### src/rtl/uart_io_responder.sv
// uart_io_responder: byte-level 8N1 UART that sits behind the CPU's UART I/O
// strobes. The TX side serialises written bytes, and the RX side deserialises
// the line into a one-byte holding register. That register has valid and
// sticky overrun flags, which the CPU read mux returns.
module uart_io_responder #(
   parameter int CLKS_PER_BIT = 104,
   parameter int CNT_W        = $clog2(CLKS_PER_BIT)
) (
   input  logic       clk,
   input  logic       resetq,
   input  logic       uart_wr,
   input  logic [7:0] uart_w,
   input  logic       uart_rd,
   output logic       uart_busy,
   output logic       uart_valid,
   output logic [7:0] uart_data,
   output logic       uart_overrun,
   output logic       uart_tx,
   input  logic       uart_rx
);

   localparam logic [CNT_W-1:0] FULL_M1 = CNT_W'(CLKS_PER_BIT - 1);
   localparam logic [CNT_W-1:0] HALF_M1 = CNT_W'(CLKS_PER_BIT / 2 - 1);

   typedef enum logic [1:0] {IDLE, START, DATA, STOP} state_t;

   state_t           tx_state_q, tx_state_d;
   logic [CNT_W-1:0] tx_cnt_q, tx_cnt_d;
   logic [2:0]       tx_bit_q, tx_bit_d;
   logic [7:0]       tx_shift_q, tx_shift_d;
   logic             tx_q, tx_d;

   logic             rx_meta_q, rxs_q;
   state_t           rx_state_q, rx_state_d;
   logic [CNT_W-1:0] rx_cnt_q, rx_cnt_d;
   logic [2:0]       rx_bit_q, rx_bit_d;
   logic [7:0]       rx_shift_q, rx_shift_d;
   logic             rx_ferr_q, rx_ferr_d;
   logic             valid_q, valid_d;
   logic [7:0]       data_q, data_d;
   logic             overrun_q, overrun_d;
   logic             rx_good;

   assign uart_busy    = (tx_state_q != IDLE);
   assign uart_tx      = tx_q;
   assign uart_valid   = valid_q;
   assign uart_data    = data_q;
   assign uart_overrun = overrun_q;

   // TX next state: an up-counter times each bit, and the line level is registered so the start bit appears on the accepting edge
   always_comb begin
      tx_state_d = tx_state_q;
      tx_cnt_d   = tx_cnt_q;
      tx_bit_d   = tx_bit_q;
      tx_shift_d = tx_shift_q;
      tx_d       = tx_q;
      case (tx_state_q)
         IDLE: begin
            if (uart_wr) begin
               tx_shift_d = uart_w;
               tx_cnt_d   = '0;
               tx_d       = 1'b0;
               tx_state_d = START;
            end
         end
         START: begin
            if (tx_cnt_q == FULL_M1) begin
               tx_cnt_d   = '0;
               tx_bit_d   = 3'd0;
               tx_d       = tx_shift_q[0];
               tx_state_d = DATA;
            end else begin
               tx_cnt_d = tx_cnt_q + CNT_W'(1);
            end
         end
         DATA: begin
            if (tx_cnt_q == FULL_M1) begin
               tx_cnt_d   = '0;
               tx_shift_d = {1'b0, tx_shift_q[7:1]};
               if (tx_bit_q == 3'd7) begin
                  tx_d       = 1'b1;
                  tx_state_d = STOP;
               end else begin
                  tx_d     = tx_shift_q[1];
                  tx_bit_d = tx_bit_q + 3'd1;
               end
            end else begin
               tx_cnt_d = tx_cnt_q + CNT_W'(1);
            end
         end
         STOP: begin
            if (tx_cnt_q == FULL_M1) begin
               tx_cnt_d   = '0;
               tx_state_d = IDLE;
            end else begin
               tx_cnt_d = tx_cnt_q + CNT_W'(1);
            end
         end
         default: tx_state_d = IDLE;
      endcase
   end

   // TX registers; reset aborts any frame and parks the line high
   always_ff @(posedge clk or negedge resetq) begin
      if (!resetq) begin
         tx_state_q <= IDLE;
         tx_cnt_q   <= '0;
         tx_bit_q   <= 3'd0;
         tx_shift_q <= 8'h00;
         tx_q       <= 1'b1;
      end else begin
         tx_state_q <= tx_state_d;
         tx_cnt_q   <= tx_cnt_d;
         tx_bit_q   <= tx_bit_d;
         tx_shift_q <= tx_shift_d;
         tx_q       <= tx_d;
      end
   end

   // Two-flop synchroniser for the asynchronous RX pin, idling at the line-high level
   always_ff @(posedge clk or negedge resetq) begin
      if (!resetq) begin
         rx_meta_q <= 1'b1;
         rxs_q     <= 1'b1;
      end else begin
         rx_meta_q <= uart_rx;
         rxs_q     <= rx_meta_q;
      end
   end

   // RX next state: a down-counter lands samples mid-bit; the holding register and flags follow, with a same-cycle read losing to a new byte
   always_comb begin
      rx_state_d = rx_state_q;
      rx_cnt_d   = rx_cnt_q;
      rx_bit_d   = rx_bit_q;
      rx_shift_d = rx_shift_q;
      rx_ferr_d  = rx_ferr_q;
      valid_d    = valid_q;
      data_d     = data_q;
      overrun_d  = overrun_q;
      rx_good    = 1'b0;
      case (rx_state_q)
         IDLE: begin
            if (!rxs_q) begin
               rx_cnt_d   = HALF_M1;
               rx_state_d = START;
            end
         end
         START: begin
            if (rx_cnt_q == '0) begin
               if (rxs_q) begin
                  rx_state_d = IDLE;
               end else begin
                  rx_cnt_d   = FULL_M1;
                  rx_bit_d   = 3'd0;
                  rx_state_d = DATA;
               end
            end else begin
               rx_cnt_d = rx_cnt_q - CNT_W'(1);
            end
         end
         DATA: begin
            if (rx_cnt_q == '0) begin
               rx_shift_d = {rxs_q, rx_shift_q[7:1]};
               rx_cnt_d   = FULL_M1;
               if (rx_bit_q == 3'd7) begin
                  rx_state_d = STOP;
               end else begin
                  rx_bit_d = rx_bit_q + 3'd1;
               end
            end else begin
               rx_cnt_d = rx_cnt_q - CNT_W'(1);
            end
         end
         STOP: begin
            if (rx_ferr_q) begin
               if (rxs_q) begin
                  rx_ferr_d  = 1'b0;
                  rx_state_d = IDLE;
               end
            end else if (rx_cnt_q == '0) begin
               if (rxs_q) begin
                  rx_good    = 1'b1;
                  rx_state_d = IDLE;
               end else begin
                  rx_ferr_d = 1'b1;
               end
            end else begin
               rx_cnt_d = rx_cnt_q - CNT_W'(1);
            end
         end
         default: rx_state_d = IDLE;
      endcase

      if (uart_rd) begin
         valid_d   = 1'b0;
         overrun_d = 1'b0;
      end
      if (rx_good) begin
         data_d  = rx_shift_q;
         valid_d = 1'b1;
         if (valid_q && !uart_rd) begin
            overrun_d = 1'b1;
         end
      end
   end

   // RX registers; reset drops any partial frame and empties the holding register
   always_ff @(posedge clk or negedge resetq) begin
      if (!resetq) begin
         rx_state_q <= IDLE;
         rx_cnt_q   <= '0;
         rx_bit_q   <= 3'd0;
         rx_shift_q <= 8'h00;
         rx_ferr_q  <= 1'b0;
         valid_q    <= 1'b0;
         data_q     <= 8'h00;
         overrun_q  <= 1'b0;
      end else begin
         rx_state_q <= rx_state_d;
         rx_cnt_q   <= rx_cnt_d;
         rx_bit_q   <= rx_bit_d;
         rx_shift_q <= rx_shift_d;
         rx_ferr_q  <= rx_ferr_d;
         valid_q    <= valid_d;
         data_q     <= data_d;
         overrun_q  <= overrun_d;
      end
   end

endmodule

### config.mk
export PLATFORM = sky130hd
export DESIGN_NAME = uart_io_responder
export DESIGN_NICKNAME = d
export VERILOG_FILES = /design/src/rtl/uart_io_responder.sv
export SDC_FILE = /design/constraint.sdc
export NUM_CORES = 1
export LEC_CHECK = 0
export CORE_ASPECT_RATIO = 0.7
export CORE_UTILIZATION = 25
export CTS_CLUSTER_SIZE = 24
export DETAILED_ROUTE_END_ITERATION = 12
export SLEW_MARGIN = 20
export SYNTH_ARGS = -nofsm -noshare
export SYNTH_HDL_FRONTEND = slang
export SYNTH_SLANG_ARGS = --single-unit
### constraint.sdc
create_clock -name clk -period 2.96 [get_ports clk]
set_input_delay 0.592 -clock clk [delete_from_list [all_inputs] [get_ports clk]]
set_output_delay 0.592 -clock clk [all_outputs]
set_load 0.01 [all_outputs]
==> results of run 1 <==
## placed cells by master (no fill, tap or decap), types with 3 or more instances in the layout
cell type	n
buf_4	3
clkdlybuf4s50_1	23
nor2_1	26
dfstp_2	3
mux2i_1	10
a21o_1	3
inv_1	13
o22ai_1	3
a211oi_1	3
nand3_1	8
nor3_1	9
clkbuf_16	5
a21oi_1	15
mux2_2	17
nand2_1	14
dfrtp_1	51
a22o_1	10
a31oi_1	5
ha_1	17
o21ai_0	21
nand2b_1	4
## power groups by stage
| stage | clock network, mW | registers [mW] | logic [mW] |
|---|---|---|---|
| 4_1_cts | 0.625 | 0.752 | 0.0478 |
| 2_1_floorplan | 0 | 0.765 | 0.0120 |
| 3_5_place_dp | 0 | 0.767 | 0.0475 |
| 6_report | 0.610 | 0.752 | 0.0457 |
| 3_3_place_gp | 0 | 0.767 | 0.0462 |
| 5_1_grt | 0.656 | 0.753 | 0.0529 |
## path summary, 6_finish.rpt
check / startpoint / end / depth (start not counted)
min in group asynchronous: resetq / uart_data[6]$_DFFE_PN0P_ / 2
max reg2reg: rx_cnt_q[5]$_DFFE_PN0P_ / uart_data[0]$_DFFE_PN0P_ / 4
max in group asynchronous: resetq / tx_cnt_q[5]$_DFFE_PN0P_ / 2
min: rx_meta_q$_DFF_PN1_ / rxs_q$_DFF_PN1_ / 0
min reg2reg: rx_meta_q$_DFF_PN1_ / rxs_q$_DFF_PN1_ / 0
max: tx_state_q[0]$_DFFE_PN0P_ / uart_busy / 4
## final cells by class
class                   count  area, um^2  share of cell area [%]
multi-input cells         196        1414                   41.32
flip-flops and latches     54        1355                   39.60
inverters                  14       52.55                   1.536
well taps                 153       191.4                   5.594
repair buffers             27       257.7                   7.532
clock buffers               6       138.9                   4.058
clock inverters             2       12.51                  0.3656
## cell usage after synthesis, drive strengths merged (2+ instances only)
master	number	area, um^2
nand2	16	65.06
nor3	10	61.31
a211oi	4	42.54
a32o	2	20.02
a2bb2oi	2	17.52
buf	2	11.26
nor2	27	108.9
clkbuf	5	20.01
inv	13	48.80
nand3	9	50.05
a22oi	2	15.01
and3	2	12.51
o22ai	3	18.77
a22o	10	87.58
nand2b	4	25.02
mux2i	10	100.1
dfstp	3	78.83
ha	17	212.7
a31oi	5	31.28
a21oi	15	75.07
a21o	3	22.52
mux2	17	191.4
o31ai	2	15.01
nor4	2	27.53
dfrtp	51	1276
o21ai	22	110.1
## registers in the layout, summed over array words and instances, names as in the netlist, named ones only
register	flops
rx_bit_q	3
rx_cnt_q	7
rx_ferr_q	1
rx_meta_q	1
rx_shift_q	8
rx_state_q	1
rxs_q	1
tx_bit_q	3
tx_cnt_q	7
tx_shift_q	8
tx_state_q	2
uart_data	8
uart_overrun	1
uart_tx	1
uart_valid	1
## cell families (layout without fill, tap and decap cells)
kind of cell    count (synthesis)  in the layout  synth area share [%]
compound gates                 75             75                 17.63
simple gates                   75             75                 13.64
flops                          54             54                 47.50
mux                            27             27                 10.22
buf+inv                        21             49                 2.938
fa+ha+maj                      17             17                 7.456
xor+xnor                        2              2                0.6141
## layer usage
layer | routed length (um) | vias to the layer above | share of wire [%]
met2 | 2385 | 28 | 42
met4 | 16 | 0 | 0.28
met5 | 0 | - | 0
met1 | 3076 | 1039 | 54
li1 | - | 1040 | -
met3 | 178 | 2 | 3.1
==> impl_metrics.ini, run 1 <==
[route]
drcViolationCount = 0
initialDrtViolationCount = 105
first_pass_iters = 4
ant_nets = 0
vias_per_cell = 4.666
wl_um = 5657
wire_per_inst_um = 12.52
vias = 2109

[timing]
final_max_slew_viol_count = 0
finalWorstPathRequiredPeriod_ns = 2.497
setup_ws_ns = 0.4635
fin_crit_sh_pct = 84.34
max-slew-margin-rel_pct = 53.51
finalClockSkew_ns = 0.007434
worstMarginPinSlew_ns = 0.6974
fmax_mhz = 400.6
setup_viol = 0
hold_viol_final = 0
setup_tns_ns = 0
holdWs_ns = 0.3590
grt_setup_unrepaired = no

[floorplanning]
pin_count = 25
initial_core_util_pct = 25.82
die_h_um = 91.38
rows = 32
core_um2 = 11050
dieArea_um2 = 11850
die_w_um = 129.7

[pwr]
p_int_mw = 1.103
p_seq_share_pct = 53.4
power.density_nw_per_um2 = 411.5
power.switching_mw = 0.3046
switching_share_pct = 21.63
irDropWorstVdd_v = 0.0002190
comb_power_share_pct = 3.2
p_leak_nw = 1.484
p_clk_share_pct = 43.3
p_total_mw = 1.408

[grt]
busiest_layer = met1
grtUsageMet1_pct = 15.62
grt_pass1_vias = 2135
grtUsageMet3_pct = 3.005
grt_max_degree = 55
gr-usage-all-layers_pct = 10.69
grt_pass1_wl_um = 10200
grt_use_met2_pct = 15.60
gr-total-overflow = 0
antenna_found_initial = 0

[place]
hpwl_um = 3991
gp_congestion = 0.8303
placed_area_um2 = 3271
post-place-ws_ns = 0.7753
port_buffers = 24
place_inst = 444

[clocking]
clock-sinks = 54
cts-resized-gates = 0
cts_root_buffer = clkbuf_16
cts.path.max_buffers = 2
cts_setup_buffers = 0
cts_tree = built
cts_max_level = 2
holdBufCountCts = 0
clk_latency_ns = 0.29
clkTransAtPathRegs_ns = 0.07
cts_made_buffers = 5

[critical_path]
path_cells = inv_1 > ha_1 > clkinv_1 > clkdlybuf4s50_1
cp.required_ns = 2.37
cp-start-kind = flip-flop
max_stage_delay_ns = 0.55
crit_arrival_ns = 1.90
critPathTopFamily = buffers and inverters
end_kind = output port
crit_buf_inv = 3
cp_slowest_cell = clkdlybuf4s50_1
r2r_setup_slack_ns = 0.89
worstSetupPathType = flip-flop to output port
worstPathMaxFanout = 8

[logic_synthesis]
yosysSeqAreaShare_pct = 47.50
synth_cells = 271
synth_edf_count = 0
synth_fp_nets = 301
synthArstFlopShare_pct = 100.0
ys.flop_type = dfrtp_1
synth.avg_cell_area_um2 = 10.53
ys_types = 48
syn_area_um2 = 2853
ys_warn_count = 0
ys_ff_latch = 54

[layout]
final-instance-count-excl-fill = 452
fin_area_um2 = 3422
final_util_pct = 30.97
fin_nets = 328
drive_gt1_share_pct = 14.38
fillers = 1145
area_growth_pct = 19.96
antenna_cells = 0

[min_path]
hp-class = flip-flop to flip-flop

[outcome]
status = completed

[flow_run]
cap_violations = 0
(Power assumes the default switching activity.)
==> run 2: changes to the inputs <==
==> constraint.sdc (replaced) <==
create_clock -name clk -period 2.1 [get_ports clk]
set_input_delay 0.42 -clock clk [delete_from_list [all_inputs] [get_ports clk]]
set_output_delay 0.42 -clock clk [all_outputs]
set_load 0.01 [all_outputs]
==> impl_metrics.ini, run 2 (same netlist as run 1, synthesis figures left out) <==
[outcome]
status = completed

[place]
post-place-ws_ns = 0.1208
port_buffers = 24
place_inst = 452
hpwl_um = 4053
gp_congestion = 0.7828

[timing]
setup_tns_ns = 0
fmax_mhz = 519.6
setup_ws_ns = 0.1756
fin_crit_sh_pct = 91.64
max-slew-margin-rel_pct = 59.04
finalClockSkew_ns = 0.007943
hold_viol_final = 0
setup_viol = 0
worstMarginPinSlew_ns = 0.6092
holdWs_ns = 0.1065
finalWorstPathRequiredPeriod_ns = 1.924
grt_setup_unrepaired = no
final_max_slew_viol_count = 0

[grt]
grt_pass1_vias = 2118
gr-usage-all-layers_pct = 10.66
gr-total-overflow = 0
grt_pass1_wl_um = 10050
antenna_found_initial = 0
grt_max_degree = 55

[layout]
area_growth_pct = 23.55
final-instance-count-excl-fill = 461
fin_nets = 337
fillers = 1141
drive_gt1_share_pct = 17.86
seq_area_um2 = 1355
layout_commonest_cell = dfrtp_1
multi_input_area_um2 = 1426
final_cell_mix = 51 x dfrtp_1, 26 x nor2_1, 22 x clkdlybuf4s50_1
antenna_cells = 0

[critical_path]
crit_buf_inv = 2
cp.required_ns = 2.32
worst_path_most_repeated_cell = a31oi_1
worstSetupPathType = flip-flop to flip-flop
crit_arrival_ns = 2.14
cp-start-kind = flip-flop
path_cells = inv_1 > ha_1 > and2b_1 > a31oi_1 > a2bb2oi_1 > buf_4 > nor2_1 > a31oi_1
worstPathMaxFanout = 6
r2r_start = rx_cnt_q[0]$_DFFE_PN0P_
cp_slowest_cell = dfrtp_1
max_stage_delay_ns = 0.43
end_kind = flip-flop
critPathTopFamily = compound AO/OA/AOI/OAI gates
critPathLaunch = rx_cnt_q[0]$_DFFE_PN0P_

[floorplanning]
core_um2 = 11050
die_h_um = 91.38
rows = 32
initial_core_util_pct = 25.82
die_w_um = 129.7
dieArea_um2 = 11850
pin_count = 25

[clocking]
clock-sinks = 54
cts_tree = built
holdBufCountCts = 0
cts_max_level = 2
cts_made_buffers = 5
cts_root_buffer = clkbuf_16
clk_latency_ns = 0.30
cts.path.max_buffers = 2
clkTransAtPathRegs_ns = 0.07

[route]
wl_um = 5588
wire_per_inst_um = 12.12
vias = 2104
first_pass_iters = 4
ant_nets = 0
initialDrtViolationCount = 166
vias_per_cell = 4.564
drcViolationCount = 0

[pwr]
irDropWorstVdd_v = 0.0003105
p_leak_nw = 1.535
power.density_nw_per_um2 = 555.7

[min_path]
hp-class = primary input to async pin

[flow_run]
cap_violations = 0
run 2: worst paths after layout:
path                       slack, ns  depth (start not counted)                   endpoint
max                             0.18                          8    rx_cnt_q[0]$_DFFE_PN0P_
min                             0.11                          2  rx_state_q[0]$_DFFE_PN0P_
max reg2reg                     0.18                          8    rx_cnt_q[0]$_DFFE_PN0P_
min reg2reg                     0.36                          0            rxs_q$_DFF_PN1_
max in group asynchronous       1.69                          2        uart_tx$_DFFE_PN1P_
min in group clk                0.36                          0            rxs_q$_DFF_PN1_
run 2: timing repair:
item	4_1_cts	5_1_grt
cloned	0	0
setup endpoints to repair	1	9
buffers inserted	0	1
pin swaps	0	1
resized for setup	3	2
run 2: power by group:
part           leakage (nW)  switching [mW]  internal, mW  total (mW)
clock network        0.0698           0.389         0.442       0.831
logic                 0.776          0.0345        0.0320      0.0664
registers             0.689         0.00809          1.05        1.06
run 2: metrics by stage:
| step | instance area [um^2] | total power, mW | util [%] |
|---|---|---|---|
| after global routing | 3525 | 2.039 | 31.90 |
| after CTS | 3502 | 1.988 | 31.69 |
| after floorplan | 2853 | 1.095 | - |
| after global placement | 3343 | 1.148 | 30.25 |
| final | 3525 | 1.959 | 31.90 |
| after detailed placement | 3343 | 1.150 | 30.25 |
run 2: layer usage:
layer / share of wire (%) / track usage [%]
met1: 54 / 15.16
met2: 41 / 15.20
met3: 3.9 / 3.182
met4: 1.4 / 3.488
met5: 0 / 0
run 2: final cells by class:
class	count	area share [%]
clock inverter	3	0.6035
multi-input combinational	196	40.47
clock buffer	5	3.550
tap	153	5.431
timing repair buffer	36	10.01
inverter	14	1.491
sequential	54	38.45
